===== src/rtl/fp_exc_classify_if.sv =====
// Handshake bundle for fp_exc_classify: operand-pair input port and classification result port.
interface fp_exc_classify_if #(parameter int WIDTH = 32);
  // Each port transfers on a rising edge where valid and ready are both high; the source keeps
  // valid and its payload unchanged until that transfer, while ready may change at any time.
  logic             in_valid;
  logic             in_ready;
  logic [WIDTH-1:0] a;
  logic [WIDTH-1:0] b;
  logic             op_sub;
  logic             out_valid;
  logic             out_ready;
  logic [2:0]       exception_flag;
  logic             sign_a;
  logic             sign_b;
  logic [WIDTH-2:0] copied_operand;
  logic [WIDTH-1:0] a_q;
  logic [WIDTH-1:0] b_q;
  logic             op_sub_q;

  modport slave (
    input  in_valid, a, b, op_sub, out_ready,
    output in_ready, out_valid, exception_flag, sign_a, sign_b, copied_operand, a_q, b_q, op_sub_q
  );

  modport master (
    output in_valid, a, b, op_sub, out_ready,
    input  in_ready, out_valid, exception_flag, sign_a, sign_b, copied_operand, a_q, b_q, op_sub_q
  );
endinterface


===== src/rtl/fp_exc_classify.sv =====
// Two-stage IEEE-754 single add/sub special-case classifier with valid/ready flow control.
// Optional FP_EXC_STATS_EN adds a saturating count of delivered non-NONE results (exc_count).
module fp_exc_classify #(
  parameter int WIDTH = 32
) (
  input  logic             clk,
  input  logic             rst,
  fp_exc_classify_if.slave bus
`ifdef FP_EXC_STATS_EN
  ,
  output logic [15:0]      exc_count
`endif
);
  typedef enum logic [2:0] {
    EXC_NONE          = 3'b000,
    EXC_NAN           = 3'b001,
    EXC_COPY_A        = 3'b010,
    EXC_COPY_B        = 3'b011,
    EXC_FIN_MIN_INF   = 3'b100,
    EXC_ZERO_MIN_ZERO = 3'b101,
    EXC_ZERO_MIN_SOME = 3'b110,
    EXC_SUB_SAME_VAL  = 3'b111
  } exc_e;

  // Class vector layout: {nan, inf, zero}
  logic             s1_valid_q, s1_valid_d;
  logic [WIDTH-1:0] s1_a_q, s1_a_d, s1_b_q, s1_b_d;
  logic             s1_op_q, s1_op_d;
  logic [2:0]       s1_ca_q, s1_ca_d, s1_cb_q, s1_cb_d;

  logic             out_valid_q, out_valid_d;
  exc_e             flag_q, flag_d;
  logic [WIDTH-2:0] copied_q, copied_d;
  logic             sign_a_q, sign_a_d, sign_b_q, sign_b_d;
  logic [WIDTH-1:0] res_a_q, res_a_d, res_b_q, res_b_d;
  logic             res_op_q, res_op_d;

  logic             s2_free, s1_adv, in_ready, accept;
  logic             eff_sign_b;
  exc_e             flag_c;
  logic [WIDTH-2:0] copied_c;

  function automatic logic [2:0] classify(input logic [WIDTH-1:0] x);
    logic exp_ones, exp_zero, mant_zero;
    exp_ones  = &x[WIDTH-2:WIDTH-9];
    exp_zero  = ~|x[WIDTH-2:WIDTH-9];
    mant_zero = ~|x[WIDTH-10:0];
    return {exp_ones & ~mant_zero, exp_ones & mant_zero, exp_zero & mant_zero};
  endfunction

  always_comb begin
    s2_free  = !out_valid_q || bus.out_ready;
    s1_adv   = s1_valid_q && s2_free;
    in_ready = !s1_valid_q || s1_adv;
    accept   = bus.in_valid && in_ready;
  end

  always_comb begin
    s1_valid_d = s1_valid_q;
    s1_a_d     = s1_a_q;
    s1_b_d     = s1_b_q;
    s1_op_d    = s1_op_q;
    s1_ca_d    = s1_ca_q;
    s1_cb_d    = s1_cb_q;
    if (accept) begin
      s1_valid_d = 1'b1;
      s1_a_d     = bus.a;
      s1_b_d     = bus.b;
      s1_op_d    = bus.op_sub;
      s1_ca_d    = classify(bus.a);
      s1_cb_d    = classify(bus.b);
    end else if (s1_adv) begin
      s1_valid_d = 1'b0;
    end
  end

  // First matching rule wins; B's sign is taken after applying the operation.
  always_comb begin
    eff_sign_b = s1_b_q[WIDTH-1] ^ s1_op_q;
    flag_c     = EXC_NONE;
    if (s1_ca_q[2] || s1_cb_q[2]) begin
      flag_c = EXC_NAN;
    end else if (s1_ca_q[1] && s1_cb_q[1]) begin
      flag_c = (s1_a_q[WIDTH-1] != eff_sign_b) ? EXC_NAN :
               (s1_op_q ? EXC_COPY_A : EXC_SUB_SAME_VAL);
    end else if (s1_ca_q[1]) begin
      flag_c = EXC_COPY_A;
    end else if (s1_cb_q[1]) begin
      flag_c = s1_op_q ? EXC_FIN_MIN_INF : EXC_COPY_B;
    end else if (s1_ca_q[0] && s1_cb_q[0]) begin
      flag_c = EXC_ZERO_MIN_ZERO;
    end else if (s1_cb_q[0]) begin
      flag_c = EXC_COPY_A;
    end else if (s1_ca_q[0]) begin
      flag_c = s1_op_q ? EXC_ZERO_MIN_SOME : EXC_COPY_B;
    end
    copied_c = '0;
    case (flag_c)
      EXC_COPY_A, EXC_SUB_SAME_VAL:  copied_c = s1_a_q[WIDTH-2:0];
      EXC_COPY_B, EXC_ZERO_MIN_SOME: copied_c = s1_b_q[WIDTH-2:0];
      default:                       copied_c = '0;
    endcase
  end

  always_comb begin
    out_valid_d = out_valid_q;
    flag_d      = flag_q;
    copied_d    = copied_q;
    sign_a_d    = sign_a_q;
    sign_b_d    = sign_b_q;
    res_a_d     = res_a_q;
    res_b_d     = res_b_q;
    res_op_d    = res_op_q;
    if (s1_adv) begin
      out_valid_d = 1'b1;
      flag_d      = flag_c;
      copied_d    = copied_c;
      sign_a_d    = s1_a_q[WIDTH-1];
      sign_b_d    = s1_b_q[WIDTH-1];
      res_a_d     = s1_a_q;
      res_b_d     = s1_b_q;
      res_op_d    = s1_op_q;
    end else if (bus.out_ready) begin
      out_valid_d = 1'b0;
    end
  end

  always_ff @(posedge clk) begin
    if (rst) begin
      s1_valid_q  <= 1'b0;
      s1_a_q      <= '0;
      s1_b_q      <= '0;
      s1_op_q     <= 1'b0;
      s1_ca_q     <= '0;
      s1_cb_q     <= '0;
      out_valid_q <= 1'b0;
      flag_q      <= EXC_NONE;
      copied_q    <= '0;
      sign_a_q    <= 1'b0;
      sign_b_q    <= 1'b0;
      res_a_q     <= '0;
      res_b_q     <= '0;
      res_op_q    <= 1'b0;
    end else begin
      s1_valid_q  <= s1_valid_d;
      s1_a_q      <= s1_a_d;
      s1_b_q      <= s1_b_d;
      s1_op_q     <= s1_op_d;
      s1_ca_q     <= s1_ca_d;
      s1_cb_q     <= s1_cb_d;
      out_valid_q <= out_valid_d;
      flag_q      <= flag_d;
      copied_q    <= copied_d;
      sign_a_q    <= sign_a_d;
      sign_b_q    <= sign_b_d;
      res_a_q     <= res_a_d;
      res_b_q     <= res_b_d;
      res_op_q    <= res_op_d;
    end
  end

  assign bus.in_ready       = in_ready;
  assign bus.out_valid      = out_valid_q;
  assign bus.exception_flag = flag_q;
  assign bus.copied_operand = copied_q;
  assign bus.sign_a         = sign_a_q;
  assign bus.sign_b         = sign_b_q;
  assign bus.a_q            = res_a_q;
  assign bus.b_q            = res_b_q;
  assign bus.op_sub_q       = res_op_q;

`ifdef FP_EXC_STATS_EN
  logic [15:0] exc_count_q, exc_count_d;

  always_comb begin
    exc_count_d = exc_count_q;
    if (out_valid_q && bus.out_ready && (flag_q != EXC_NONE) && (exc_count_q != 16'hFFFF)) begin
      exc_count_d = exc_count_q + 16'd1;
    end
  end

  always_ff @(posedge clk) begin
    if (rst) begin
      exc_count_q <= '0;
    end else begin
      exc_count_q <= exc_count_d;
    end
  end

  assign exc_count = exc_count_q;
`endif
endmodule


===== src/flat_wrapper.sv =====
// flat-port wrapper written by rule: the top's interface ports become plain ports
module fp_exc_classify_flat 
#(
  parameter int WIDTH = 32
)
  (clk, rst, bus_in_valid, bus_a, bus_b, bus_op_sub, bus_out_ready, bus_in_ready, bus_out_valid, bus_exception_flag, bus_sign_a, bus_sign_b, bus_copied_operand, bus_a_q, bus_b_q, bus_op_sub_q);
  fp_exc_classify_if #(.WIDTH(WIDTH)) bus_i ();
  input  logic clk;
  input  logic rst;
  input wire logic [$bits(bus_i.in_valid)-1:0] bus_in_valid;
  input wire logic [$bits(bus_i.a)-1:0] bus_a;
  input wire logic [$bits(bus_i.b)-1:0] bus_b;
  input wire logic [$bits(bus_i.op_sub)-1:0] bus_op_sub;
  input wire logic [$bits(bus_i.out_ready)-1:0] bus_out_ready;
  output wire logic [$bits(bus_i.in_ready)-1:0] bus_in_ready;
  output wire logic [$bits(bus_i.out_valid)-1:0] bus_out_valid;
  output wire logic [$bits(bus_i.exception_flag)-1:0] bus_exception_flag;
  output wire logic [$bits(bus_i.sign_a)-1:0] bus_sign_a;
  output wire logic [$bits(bus_i.sign_b)-1:0] bus_sign_b;
  output wire logic [$bits(bus_i.copied_operand)-1:0] bus_copied_operand;
  output wire logic [$bits(bus_i.a_q)-1:0] bus_a_q;
  output wire logic [$bits(bus_i.b_q)-1:0] bus_b_q;
  output wire logic [$bits(bus_i.op_sub_q)-1:0] bus_op_sub_q;
  assign bus_i.in_valid = bus_in_valid;
  assign bus_i.a = bus_a;
  assign bus_i.b = bus_b;
  assign bus_i.op_sub = bus_op_sub;
  assign bus_i.out_ready = bus_out_ready;
  assign bus_in_ready = bus_i.in_ready;
  assign bus_out_valid = bus_i.out_valid;
  assign bus_exception_flag = bus_i.exception_flag;
  assign bus_sign_a = bus_i.sign_a;
  assign bus_sign_b = bus_i.sign_b;
  assign bus_copied_operand = bus_i.copied_operand;
  assign bus_a_q = bus_i.a_q;
  assign bus_b_q = bus_i.b_q;
  assign bus_op_sub_q = bus_i.op_sub_q;
  fp_exc_classify #(.WIDTH(WIDTH)) u_core (.clk(clk), .rst(rst), .bus(bus_i));
endmodule

===== config.mk =====
export PLATFORM = sky130hd
export DESIGN_NAME = fp_exc_classify_flat
export DESIGN_NICKNAME = d
export VERILOG_FILES = /design/src/rtl/fp_exc_classify_if.sv /design/src/rtl/fp_exc_classify.sv /design/src/flat_wrapper.sv
export SDC_FILE = /design/constraint.sdc
export NUM_CORES = 1
export LEC_CHECK = 0
export ABC_AREA = 1
export ABC_CLOCK_PERIOD_IN_PS = 1800
export CAP_MARGIN = 25
export CORE_MARGIN = 8
export CORE_UTILIZATION = 36
export CTS_CLUSTER_DIAMETER = 40
export DETAILED_ROUTE_END_ITERATION = 6
export GPL_ROUTABILITY_DRIVEN = 0
export PLACE_DENSITY = 0.58
export SLEW_MARGIN = 20
export SYNTH_ARGS = -nofsm -noshare
export SYNTH_HDL_FRONTEND = slang
export SYNTH_SLANG_ARGS = --single-unit

===== constraint.sdc =====
create_clock -name clk -period 1.8 [get_ports clk]
set_clock_uncertainty 0.05 [all_clocks]
set_input_delay 0.36 -clock clk [delete_from_list [all_inputs] [get_ports clk]]
set_output_delay 0.36 -clock clk [all_outputs]
set_load 0.1 [all_outputs]

==> out/results.tsv <==
stage	metric	value	unit
synth	synth.distinct_cells	24	
worst_setup_path	crit_fanout	15	
synth	synth_top_area_cell	dfxtp_1	
clocking	cts_sinks	172	
floorplan	design.core.area	19400	um2
route	dr.first_iter.drc_count	516	
worst_setup_path	critPathArrivalTime	1.98	ns
route	totalWireLength	23300	um
floorplan	initial_core_util	0.365	
cells_and_area	final_cell_mix	nor2_1 (248), dfxtp_1 (167), nand2_1 (124), buf_12 (119), o21ai_0 (117)	
grt	grt_pass1_wl	35400	um
synth	netlist_instances	918	
timing	finalHoldViolations	0	
hold_path	hold_class	in -> reg	
worst_setup_path	crit_path_end_kind	register	
timing	fmaxAchievable	579	MHz
worst_setup_path	required	2.05	ns
clocking	cts_max_level	4	
power	power_density	917	nW/um2
cells_and_area	final_common_cell	nor2_1	
synth	synth_top_area_share	0.487	
synth	synthTopCellsByArea	dfxtp_1 (49%), nor2_1 (13%), o21ai_0 (8.3%), nand2_1 (6.7%), nand3_2 (4.7%)	
worst_setup_path	crit_type	reg -> reg	
floorplan	io_pins	172	
timing	fin_ws	0.0721	ns
timing	tightest_slew	0.450	ns
timing	maxSlewHeadroom	0.697	
grt	antenna_found_initial	0	
cells_and_area	final_nets	1155	
route	via_count	6677	
cells_and_area	antenna-diode-count	0	
placement	dpl_cell_area	10300	um2
clocking	path_clk_slew	0.07	ns
outcome	status	finished clean	
clocking	cts.path.max_buffers	2	
route	dr.pass1.iters	5	
clocking	root_buffer	clkbuf_16	
synth	syn_nets	987	
worst_setup_path	r2r_setup_slack	0.07	ns
grt	track_usage	0.187	
synth	ys_ff_latch	172	
clocking	numCtsBuffers	17	
floorplan	dieArea	24400	um2
floorplan	die_h	156	um
cells_and_area	drive_gt1_frac	0.254	
synth	ys_warn_count	0	
timing	timing.final.setup_violations	0	
synth	netlist_area	7080	um2
cells_and_area	fillers	1777	
cells_and_area	fin_util	0.573	
clocking	cts_tree	yes	
grt	grt_pass1_vias	6110	
synth	postSynthAreaPerCell	7.71	um2
timing	layout_min_cycle_time	1.73	ns
worst_setup_path	start_kind	register	
synth	ys_seq_area_frac	0.487	
floorplan	die_w	156	um
placement	dp_hpwl	16400	um
route	post_drt_wl_per_cell	17.1	um
grt	grt_max_degree	69	
power	power.leakage	0.00434	uW
clocking	clock_latency	0.43	ns
placement	io_buffers	171	
cells_and_area	postLayoutCellArea	11100	um2
route	drc	0	
run	cap_violations	0	
cells_and_area	area_growth	57.2	%
power	peakVddDrop	0.000664	V
placement	dp_slack	-0.347	ns
grt	grt-ovfl-total	0	
route	ant_nets	0	
floorplan	rows	51	
route	viasPerCell	4.90	
timing	post-route-period-util	0.960	
timing	slew_viol_final	0	
clocking	cts_hold_buf	0	
power	finalPower	10200	uW
-- what timing repair did --
item | CTS | global route
setup endpoints to repair | 0 | 28
resized for setup | 0 | 15
buffers inserted | 0 | 1
-- final timing paths --
kind,start,end,depth (start not counted)
max,u_core.s1_op_q,u_core.bus.copied_operand[26],12
min,rst,u_core.bus.copied_operand[4],3
max reg2reg,u_core.s1_op_q,u_core.bus.copied_operand[26],12
min reg2reg,u_core.s1_b_q[31],u_core.s1_b_q[31],2
-- synth_stat cells (all sizes together) --
library cell    n
a21oi          54
buf            26
clkbuf         41
clkinv          1
dfxtp         172
inv            13
nand2         134
nand3          75
nand4           7
nor2          249
nor3            4
nor4           12
o21ai         130
-- stage by stage --
step	instances	TNS, ns	hold slack (ns)
after floorplan	918	0	0.398
after global placement	1327	-3.18	0.415
after CTS	1359	0	0.368
final	1364	0	0.374
after detailed placement	1327	-5.06	0.415
after global routing	1364	-0.452	0.371
-- cells by family after synthesis --
group,share of synthesized area
and+or+nand+nor,0.308
AOI/OAI and AO/OA,0.147
DFF,0.487
buffers and inverters,0.0583
-- state kept, by name, indices dropped and copies added (netlist names) --
register / cells
u_core.s1_cb_q: 3
u_core.s1_ca_q: 3
u_core.bus.exception_flag: 3
u_core.bus.out_valid: 1
u_core.s1_op_q: 1
u_core.s1_a_q: 32
u_core.bus.copied_operand: 31
u_core.bus.op_sub_q: 1
u_core.s1_b_q: 32
u_core.bus.a_q: 31
u_core.bus.b_q: 32
u_core.bus.sign_a: 1
u_core.s1_valid_q: 1
-- worst max-delay path, stage by stage (launching register included) --
cell and delay (ns):
dfxtp_2 0.36, inv_2 0.07, a21oi_4 0.15, nand2_1 0.09
nand2_2 0.10, nand2_4 0.11, inv_4 0.11, nand2_4 0.09
clkbuf_16 0.19, nand3_1 0.08, nand2_1 0.06, nand2_1 0.07
a21oi_2 0.05
-- cell type report --
cell class	instances	area [um2]	share of cell area
Clock buffer	20	478	0.0430
Clock inverter	12	160	0.0144
Inverter	14	56.3	0.00506
Multi-Input combinational cell	665	3300	0.297
Sequential cell	172	3450	0.310
Tap cell	265	332	0.0298
Timing Repair Buffer	216	3350	0.301
-- routing by layer --
metal	global-route usage	vias to the layer above	routed length, um
li1	-	3355	-
met1	0.263	3113	11300
met4	0.0476	0	212
met3	0.0540	15	1480
met5	0	-	0
met2	0.273	194	10300
-- power by group --
group          switching [uW]  total, uW  internal [uW]
sequential                221       4240           4020
combinational            1290       2040            753
clock                    1570       3920           2350
total                    3080      10200           7130
(Power assumes the default switching activity.)
